[src/rtl/ccl_labeler_p.sv]
// rtl/ccl_labeler_p.sv - connected-components first-pass labeler with ping-pong merge stacks
//
// Assigns provisional labels to a raster stream of foreground pixels from the
// already-labelled NW/N/NE/W neighbours. Equivalences are pushed onto one of two
// merge stacks (selected by row parity) and retired into a merge table that is
// used to resolve the label emitted two enabled cycles after the pixel.
//
// Ports:
//   clk, reset         clock; asynchronous active-high reset
//   en                 pixel advance; all state holds when low
//   row_start          first pixel of a row; toggles the stack bank
//   fg                 current pixel is foreground
//   A, B, C, D         neighbour labels (NW, N, NE, W)
//   label_out          resolved label of the pixel accepted two enabled edges earlier
//   label_valid        label_out belongs to an accepted pixel
//   num_labels         next label to allocate
//   label_exhausted    sticky: allocation saturated at the last label
//   merge_overflow     sticky: a merge was dropped on a full stack
//   merge_pending      either stack bank holds entries

module ccl_labeler_p #(
    parameter int LABEL_W     = 8,
    parameter int MERGE_DEPTH = 16,
    parameter int CONN8       = 1
) (
    input  logic               clk,
    input  logic               reset,
    input  logic               en,
    input  logic               row_start,
    input  logic               fg,
    input  logic [LABEL_W-1:0] A,
    input  logic [LABEL_W-1:0] B,
    input  logic [LABEL_W-1:0] C,
    input  logic [LABEL_W-1:0] D,
    output logic [LABEL_W-1:0] label_out,
    output logic               label_valid,
    output logic [LABEL_W-1:0] num_labels,
    output logic               label_exhausted,
    output logic               merge_overflow,
    output logic               merge_pending
);

    localparam int AW      = $clog2(MERGE_DEPTH);
    localparam int PW      = AW + 1;
    localparam int NUM_ENT = 1 << LABEL_W;
    localparam logic [LABEL_W-1:0] LAST_LABEL = '1;

    logic [LABEL_W-1:0]   merge_tbl [NUM_ENT];
    logic [2*LABEL_W-1:0] stack_mem [2][MERGE_DEPTH];
    logic [PW-1:0]        ptr [2];
    logic                 bank_sel;

    logic [LABEL_W-1:0] s0_label;
    logic               s0_bg;
    logic               s0_valid;

    // In 4-connectivity the diagonal neighbours never contribute.
    logic [LABEL_W-1:0] nb [4];
    assign nb[0] = (CONN8 != 0) ? A : '0;
    assign nb[1] = B;
    assign nb[2] = (CONN8 != 0) ? C : '0;
    assign nb[3] = D;

    logic               nb_any;
    logic [LABEL_W-1:0] nb_min;
    logic [LABEL_W-1:0] nb_max;

    // Zero neighbours are background and are excluded from the min.
    always_comb begin
        nb_any = 1'b0;
        nb_min = '1;
        nb_max = '0;
        for (int i = 0; i < 4; i++) begin
            if (nb[i] != '0) begin
                nb_any = 1'b1;
                if (nb[i] < nb_min) nb_min = nb[i];
                if (nb[i] > nb_max) nb_max = nb[i];
            end
        end
    end

    logic               is_new;
    logic               is_merge;
    logic [LABEL_W-1:0] sel_label;

    assign is_new    = fg && !nb_any;
    assign is_merge  = fg && nb_any && (nb_min != nb_max);
    // min(N) is also the shared value when all neighbours agree.
    assign sel_label = !fg ? '0 : (!nb_any ? num_labels : nb_min);

    logic                 wb;
    logic                 rb;
    logic                 push_full;
    logic                 do_push;
    logic                 do_pop;
    logic [AW-1:0]        push_idx;
    logic [AW-1:0]        pop_idx;
    logic [2*LABEL_W-1:0] pop_top;

    assign wb        = bank_sel;
    assign rb        = ~bank_sel;
    assign push_full = (ptr[wb] == PW'(MERGE_DEPTH));
    assign do_push   = en && is_merge && !push_full;
    // A new-label write owns the single table port, so the pop waits.
    assign do_pop    = en && (ptr[rb] != '0) && !is_new;
    assign push_idx  = AW'(ptr[wb]);
    assign pop_idx   = AW'(ptr[rb] - PW'(1));
    assign pop_top   = stack_mem[rb][pop_idx];

    logic               tbl_we;
    logic [LABEL_W-1:0] tbl_wa;
    logic [LABEL_W-1:0] tbl_wd;
    logic [LABEL_W-1:0] rd_data;

    assign tbl_we  = en && (is_new || do_pop);
    assign tbl_wa  = is_new ? num_labels : pop_top[2*LABEL_W-1:LABEL_W];
    assign tbl_wd  = is_new ? num_labels : pop_top[LABEL_W-1:0];
    // Write-first: a same-edge write to the address being resolved wins.
    assign rd_data = (tbl_we && (tbl_wa == s0_label)) ? tbl_wd : merge_tbl[s0_label];

    always_ff @(posedge clk) begin
        if (tbl_we) merge_tbl[tbl_wa] <= tbl_wd;
        if (do_push) stack_mem[wb][push_idx] <= {nb_max, nb_min};
    end

    always_ff @(posedge clk or posedge reset) begin
        if (reset) begin
            s0_label        <= '0;
            s0_bg           <= 1'b0;
            s0_valid        <= 1'b0;
            label_out       <= '0;
            label_valid     <= 1'b0;
            num_labels      <= LABEL_W'(1);
            label_exhausted <= 1'b0;
            merge_overflow  <= 1'b0;
            bank_sel        <= 1'b0;
            ptr[0]          <= '0;
            ptr[1]          <= '0;
        end else if (en) begin
            s0_label    <= sel_label;
            s0_bg       <= !fg;
            s0_valid    <= 1'b1;
            label_out   <= s0_bg ? '0 : rd_data;
            label_valid <= s0_valid;
            if (is_new) begin
                if (num_labels == LAST_LABEL) label_exhausted <= 1'b1;
                else                          num_labels      <= num_labels + LABEL_W'(1);
            end
            if (is_merge && push_full) merge_overflow <= 1'b1;
            // Push and pop always address different banks.
            if (do_push) ptr[wb] <= ptr[wb] + PW'(1);
            if (do_pop)  ptr[rb] <= ptr[rb] - PW'(1);
            if (row_start) bank_sel <= ~bank_sel;
        end
    end

    assign merge_pending = (ptr[0] != '0) || (ptr[1] != '0);

endmodule

[config.mk]
export PLATFORM = sky130hd
export DESIGN_NAME = ccl_labeler_p
export DESIGN_NICKNAME = d
export VERILOG_FILES = /design/src/rtl/ccl_labeler_p.sv
export SDC_FILE = /design/constraint.sdc
export NUM_CORES = 2
export LEC_CHECK = 0
export BUFFER_PORTS_ARGS = -buffer_cell sky130_fd_sc_hd__buf_2
export CORE_MARGIN = 2
export CORE_UTILIZATION = 50
export DETAILED_ROUTE_END_ITERATION = 12
export PLACE_DENSITY = 0.62
export SLEW_MARGIN = 20
export SYNTH_ARGS = -nofsm -noshare
export SYNTH_HDL_FRONTEND = slang
export SYNTH_SLANG_ARGS = --single-unit
[constraint.sdc]
create_clock -name clk -period 22 [get_ports clk]
set_clock_uncertainty 0.05 [all_clocks]
set_input_delay 4.4 -clock clk [delete_from_list [all_inputs] [get_ports clk]]
set_output_delay 4.4 -clock clk [all_outputs]
set_load 0.05 [all_outputs]
Word-level counts from Yosys, hierarchy flattened
Memories as Yosys holds them, arrays and structs flattened.
Cells that the tools add are included.

word-level totals
  logic and storage cells = 121
  output and inout port bits = 20
  memory bits (writable) = 2560
  memories = 2
  bits in registers = 40
  input bits = 37

memory list
  name       words  width  rd ports  clocked after memory_dff  write ports  RTL line  source
  merge_tbl  256    8      1         0                         1            48        logic [LABEL_W-1:0] merge_tbl [NUM_ENT];
  stack_mem  2      256    1         0                         1            49        logic [2*LABEL_W-1:0] stack_mem [2][MERGE_DEPTH];

cells by class
  bitwise gates (word level) = 6
  add/subtract/negate cells = 3
  mux-type cells = 50
  equal/unequal tests = 4
  reduce and logical (&&, ||, !) cells = 30
  $lt $le $gt $ge = 15

operators by type and width
  cell                                                           number
  2-to-1 mux 256 bit                                             1
  2-to-1 mux 8 bit                                               22
  binary-select mux 16 bit (select 4 bit)                        1
  demux 16 bit (select 4 bit)                                    1
  2-to-1 mux 16 bit                                              3
  2-to-1 mux 5 bit                                               8
  nonzero test 8 bit                                             4
  2-to-1 mux 10 bit                                              3
  greater-than comparator 8 bit                                  3
  < comparator 8 bit                                             3
  bitwise mux 10 bit                                             2
  nonzero test 5 bit                                             3
  logical AND 1 bit                                              13
  demux 5 bit (select 1 bit)                                     2
  greater-or-equal comparator 5 bit, second input constant       2
  NOT 4 -> 5 bit                                                 2
  adder 8 x 1 -> 8 bit, second input constant                    1
  equality test 8 bit                                            1
  equality test 8 bit, second input constant                     1
  greater-than comparator 8 x 1 -> 1 bit, second input constant  1
  < comparator 8 bit, second input constant                      1
  inequality test 8 bit                                          1
  2-to-1 mux 1 bit                                               7
  AND reduction 3 bit                                            2
  11 further kinds                                               20

Longest topological paths before layout
  depth in word-level cells = 20
  gate-level depth with buffers = 36
  gate-level depth less buffers = 31

Worst setup path after synthesis
No wires, ideal clock.

  path kind = input-to-reg
  from = input A[0]
  to = memory merge_tbl[0][0] (data pin)
  stages on the path = 10
  arrival = 15.611 ns
  library setup time = 2.196 ns
  required time = 19.754 ns
  path slack = 4.143 ns
  path buffers = 4
  path through = nor4_1 -> and2_1 -> clkbuf_1 -> nand2_1 -> nor3_1 -> and2_1 -> clkbuf_1 -> clkbuf_1 -> clkbuf_1 -> o21ai_0

on the way
  longest elaborated chain between the ends = 8

ends and longest elaborated chain
  item                           RTL line  source
  from (decl)                    31        input logic [LABEL_W-1:0] A,
  nonzero test 8 bit             74        if (nb[i] != '0) begin
  2-to-1 mux 1 bit (4 in a row)  74
  zero test 1 bit                --
  logical AND 1 bit              86        assign is_new = fg && !nb_any;
  2-to-1 mux 8 bit               117       assign tbl_wd = is_new ? num_labels : pop_top[LABEL_W-1:0];
  named net tbl_wd[0]            112       logic [LABEL_W-1:0] tbl_wd;
  to (decl)                      48

The timed path passes the listed nets, and every way through them passes these cells.

Worst setup path in the final report
  from = input A[4]
  to = memory stack_mem[0][171] (netlist name) (enable)

on the way
  longest elaborated chain between the ends = 18
  elaborated cells between the ends (all ways) = 36
  those cells by class = 8 x order compare; 1 x eq/ne; 22 x mux; 5 x reduce/logical

ends and longest elaborated chain
  item                                          RTL line  source
  < comparator 8 bit                            76        if (nb[i] < nb_min) nb_min = nb[i];
  2-to-1 mux 8 bit                              76
  2-to-1 mux 8 bit (*)                          74
  < comparator 8 bit                            76
  2-to-1 mux 8 bit                              76
  2-to-1 mux 8 bit (*)                          74
  < comparator 8 bit                            76
  2-to-1 mux 8 bit                              76
  [... 2 more ...]                              --
  2-to-1 mux 8 bit                              76
  2-to-1 mux 8 bit (*)                          74
  named net nb_min[7]                           65        logic [LABEL_W-1:0] nb_min;
  inequality test 8 bit (*)                     87        assign is_merge = fg && nb_any && (nb_min != nb_max);
  logical AND 1 bit (*)                         87
  logical AND 1 bit (*) (2 in a row)            103       assign do_push = en && is_merge && !push_full;
  2-to-1 mux 1 bit (*)                          123       if (do_push) stack_mem[wb][push_idx] <= {nb_max, nb_min};
  2-to-1 mux 256 bit (implied by the code) (*)  123
  to (decl)                                     49

The timed path passes the listed nets; every way through them passes the cells marked *.

==> run_results.csv <==
group,metric,value,unit
outcome,status,"finished clean",
finish,most-common-layout-cells,"edfxtp_1, mux4_2, nor2_1",
run,cap_violations,0,
sta,slew_headroom,26.3,%
sta,tightest_slew,1.11,ns
worst_setup_path,r2r_cells,14,
min_path,worstHoldPathType,"flip-flop to flip-flop",
finish,syn_to_final_growth,11.7,%
yosys,yosys_warnings,0,
global_routing,grt_max_degree,258,
placement,dp_hpwl,149000,um
floorplanning,die_y,459,um
yosys,async_flop_share,1.54,%
floorplanning,start_util,50.4,%
floorplanning,io_pins,57,
clock_tree,post_cts_resized,0,
yosys,synth.avg_cell_area,20.3,um2
yosys,syn_nets,5179,
worst_setup_path,cpMostUsedCell,"ha_1",
clock_tree,clockBufferDepth,4,
finish,drive_above_1_share,23.2,%
routing,drtAntennaViolNets,0,
worst_setup_path,endpoint,"stack_mem[0][171]",
routing,drt_first_iter_violations,6340,
global_routing,first_global_vias,50881,
yosys,syn_inst,5092,
routing,met2_length,117000,um
clock_tree,cts.htree.levels,5,
sta,slew_viol_final,0,
routing,wire_per_inst,31.0,um
sta,worst_hold_slack,0.418,ns
routing,wl_met3,19600,um
routing,top_layer,"met4",
worst_setup_path,critPathRequiredTime,22.46,ns
worst_setup_path,path_class,"input pin to flip-flop",
clock_tree,clkTransAtPathRegs,0.06,ns
yosys,synthDistinctLibCells,80,
routing,totalWireLength,252000,um
yosys,yosysSeqAreaShare,75.4,%
yosys,synthFlopType,"edfxtp_1",
placement,io_buffers,56,
floorplanning,rows,166,
clock_tree,cts_sinks,2600,
global_routing,track_usage,24.0,%
sta,rsz0062_at_grt,"no",
sta,fmax,75.2,MHz
yosys,synth_mux_area_share,16.1,%
sta,fin_tns_setup,0,ns
yosys,synth_adder_area_share,0.605,%
placement,routabilityCongestion,0.845,
global_routing,grt_overflow,0,
yosys,netlist_area,103000,um2
clock_tree,hold_buffers,0,
yosys,synthTopCellsByArea,"edfxtp_1, mux4_2, mux2i_1",
floorplanning,fp.dieW,459,um
floorplanning,die_area,210000,um2
routing,num_vias,51097,
worst_setup_path,path_depth,31,
worst_setup_path,max_stage_delay,0.89,ns
worst_setup_path,critical_path_buf_inv_count,3,
sta,period_needed,13.30,ns
worst_setup_path,cp.arrival,13.76,ns
yosys,synth-xor-area-share,0.212,%
yosys,synth_top_family_by_area,"multiplexers",
global_routing,antenna_found_initial,8,
worst_setup_path,worstPathMaxFanout,35,
worst_setup_path,r2r_end,"merge_tbl[252][7]",
routing,viasPerCell,6.29,
clock_tree,cts_tree,"built",
sta,final_hold_viol_count,0,
finish,final_common_cell,"edfxtp_1",
floorplanning,core_area,205000,um2
sta,timing.final.crit_share,60.4,%
yosys,yosysTopAreaCell,"edfxtp_1",
worst_setup_path,cpLargestDelayFamily,"simple AND/OR/NAND/NOR gates",
yosys,yosys.area_share.simple,3.02,%
worst_setup_path,critPathCaptureType,"flip-flop",
finish,nets,5327,
clock_tree,root_buffer,"clkbuf_16",
worst_setup_path,r2r_slack,14.80,ns
yosys,synth-edff-count,2560,
clock_tree,post-cts-setup-buffer-count,0,
sta,setup_viol,0,
worst_setup_path,r2r-start,"bank_sel",
clock_tree,cts_buffers,283,
routing,m1WireLength,109000,um
routing,post-route-drc-count,0,
yosys,synth.top_cell.area_share,74.4,%
yosys,yosys_register_bits,2600,
worst_setup_path,slowest_stage,"nor2b_2",
worst_setup_path,startpoint_type,"input pin",
worst_setup_path,worstSetupStartpoint,"A[4]",
routing,dr.pass1.iters,5,
yosys,synth_compound_area_share,3.40,%
global_routing,grt_pass1_wl,365000,um
clock_tree,clk_latency,0.92,ns
## cells in the mapped netlist (9+ instances only)
cell / count
nand3_1: 95
nand2_1: 174
a22oi_1: 61
and2_1: 10
o211ai_1: 78
mux4_2: 648
inv_1: 42
a21oi_1: 75
mux2i_1: 186
ha_1: 50
a221oi_1: 68
and3_1: 9
dfrtp_1: 39
mux2_2: 14
nor2_1: 316
nor3_1: 32
o21ai_0: 113
edfxtp_1: 2560
nand4_1: 10
a211oi_1: 9
o2bb2ai_1: 11
buf_2: 12
nor2b_1: 17
xnor2_1: 18
a21o_1: 10
buf_1: 67
o21a_1: 12
clkbuf_1: 224
nor4_1: 13
## metal layers
metal | up-vias | track usage [%]
li1 | 21458 | -
met3 | 354 | 4.71
met1 | 27198 | 36.2
met4 | 0 | 6.55
met5 | - | 0
met2 | 2087 | 36.1
## sequential cells by signal, indices dropped and copies added, names as in the netlist
signal	flops
stack_mem	512
s0_valid	1
num_labels	8
label_out	8
merge_tbl	2048
s0_bg	1
label_exhausted	1
ptr	10
s0_label	8
label_valid	1
bank_sel	1
merge_overflow	1
## cell families after synthesis
| kind of cell | Yosys count |
|---|---|
| xor+xnor | 25 |
| buf+inv | 351 |
| fa+ha+maj | 50 |
| compound gates | 504 |
| simple gates | 712 |
| flops | 2600 |
| mux | 850 |
## stage by stage
step / cells / instance area (um2) / utilization [%] / setup WS, ns
after floorplan: 5092 / 103000 / - / 4.14
after global placement: 7640 / 107000 / 52.2 / 8.06
after detailed placement: 7640 / 107000 / 52.2 / 7.90
after CTS: 8114 / 115000 / 56.2 / 8.85
after global routing: 8119 / 115000 / 56.3 / 8.13
final: 8121 / 115000 / 56.3 / 8.70
## cell type report
class / count / area [um2]
Clock inverter: 117 / 802
Fill cell: 15055 / 89600
Multi-Input combinational cell: 2141 / 24400
Timing Repair Buffer: 167 / 1250
Clock buffer: 357 / 7450
Antenna cell: 4 / 10.0
Sequential cell: 2600 / 77900
Inverter: 47 / 186
Tap cell: 2688 / 3360
## worst min-delay path by stage
stage	from	to	slack, ns	cells past startpoint
after floorplan	s0_valid	s0_valid	0.38	1
after global placement	s0_valid	s0_valid	0.39	1
after detailed placement	s0_valid	s0_valid	0.41	1
after CTS	s0_valid	s0_valid	0.42	1
after global routing	s0_valid	s0_valid	0.44	1
final	s0_valid	s0_valid	0.42	1
## worst reg2reg max path, cell delays in order, from the launching register on
cell and delay [ns]:
dfrtp_4 0.84, inv_1 0.26, buf_4 0.27, nor2_4 0.57, buf_4 0.67, a221oi_1 0.32
o21ai_0 0.20, a21oi_1 0.19, a21oi_1 0.44, o21ai_0 0.29, o21a_1 0.32, nor3_1 0.52
nand3_2 0.64, buf_4 0.49, nor2_1 0.73
Power is left out: the tool's default activity adds up to more than one toggle a clock period on the data nets, which glitch-free logic cannot reach.
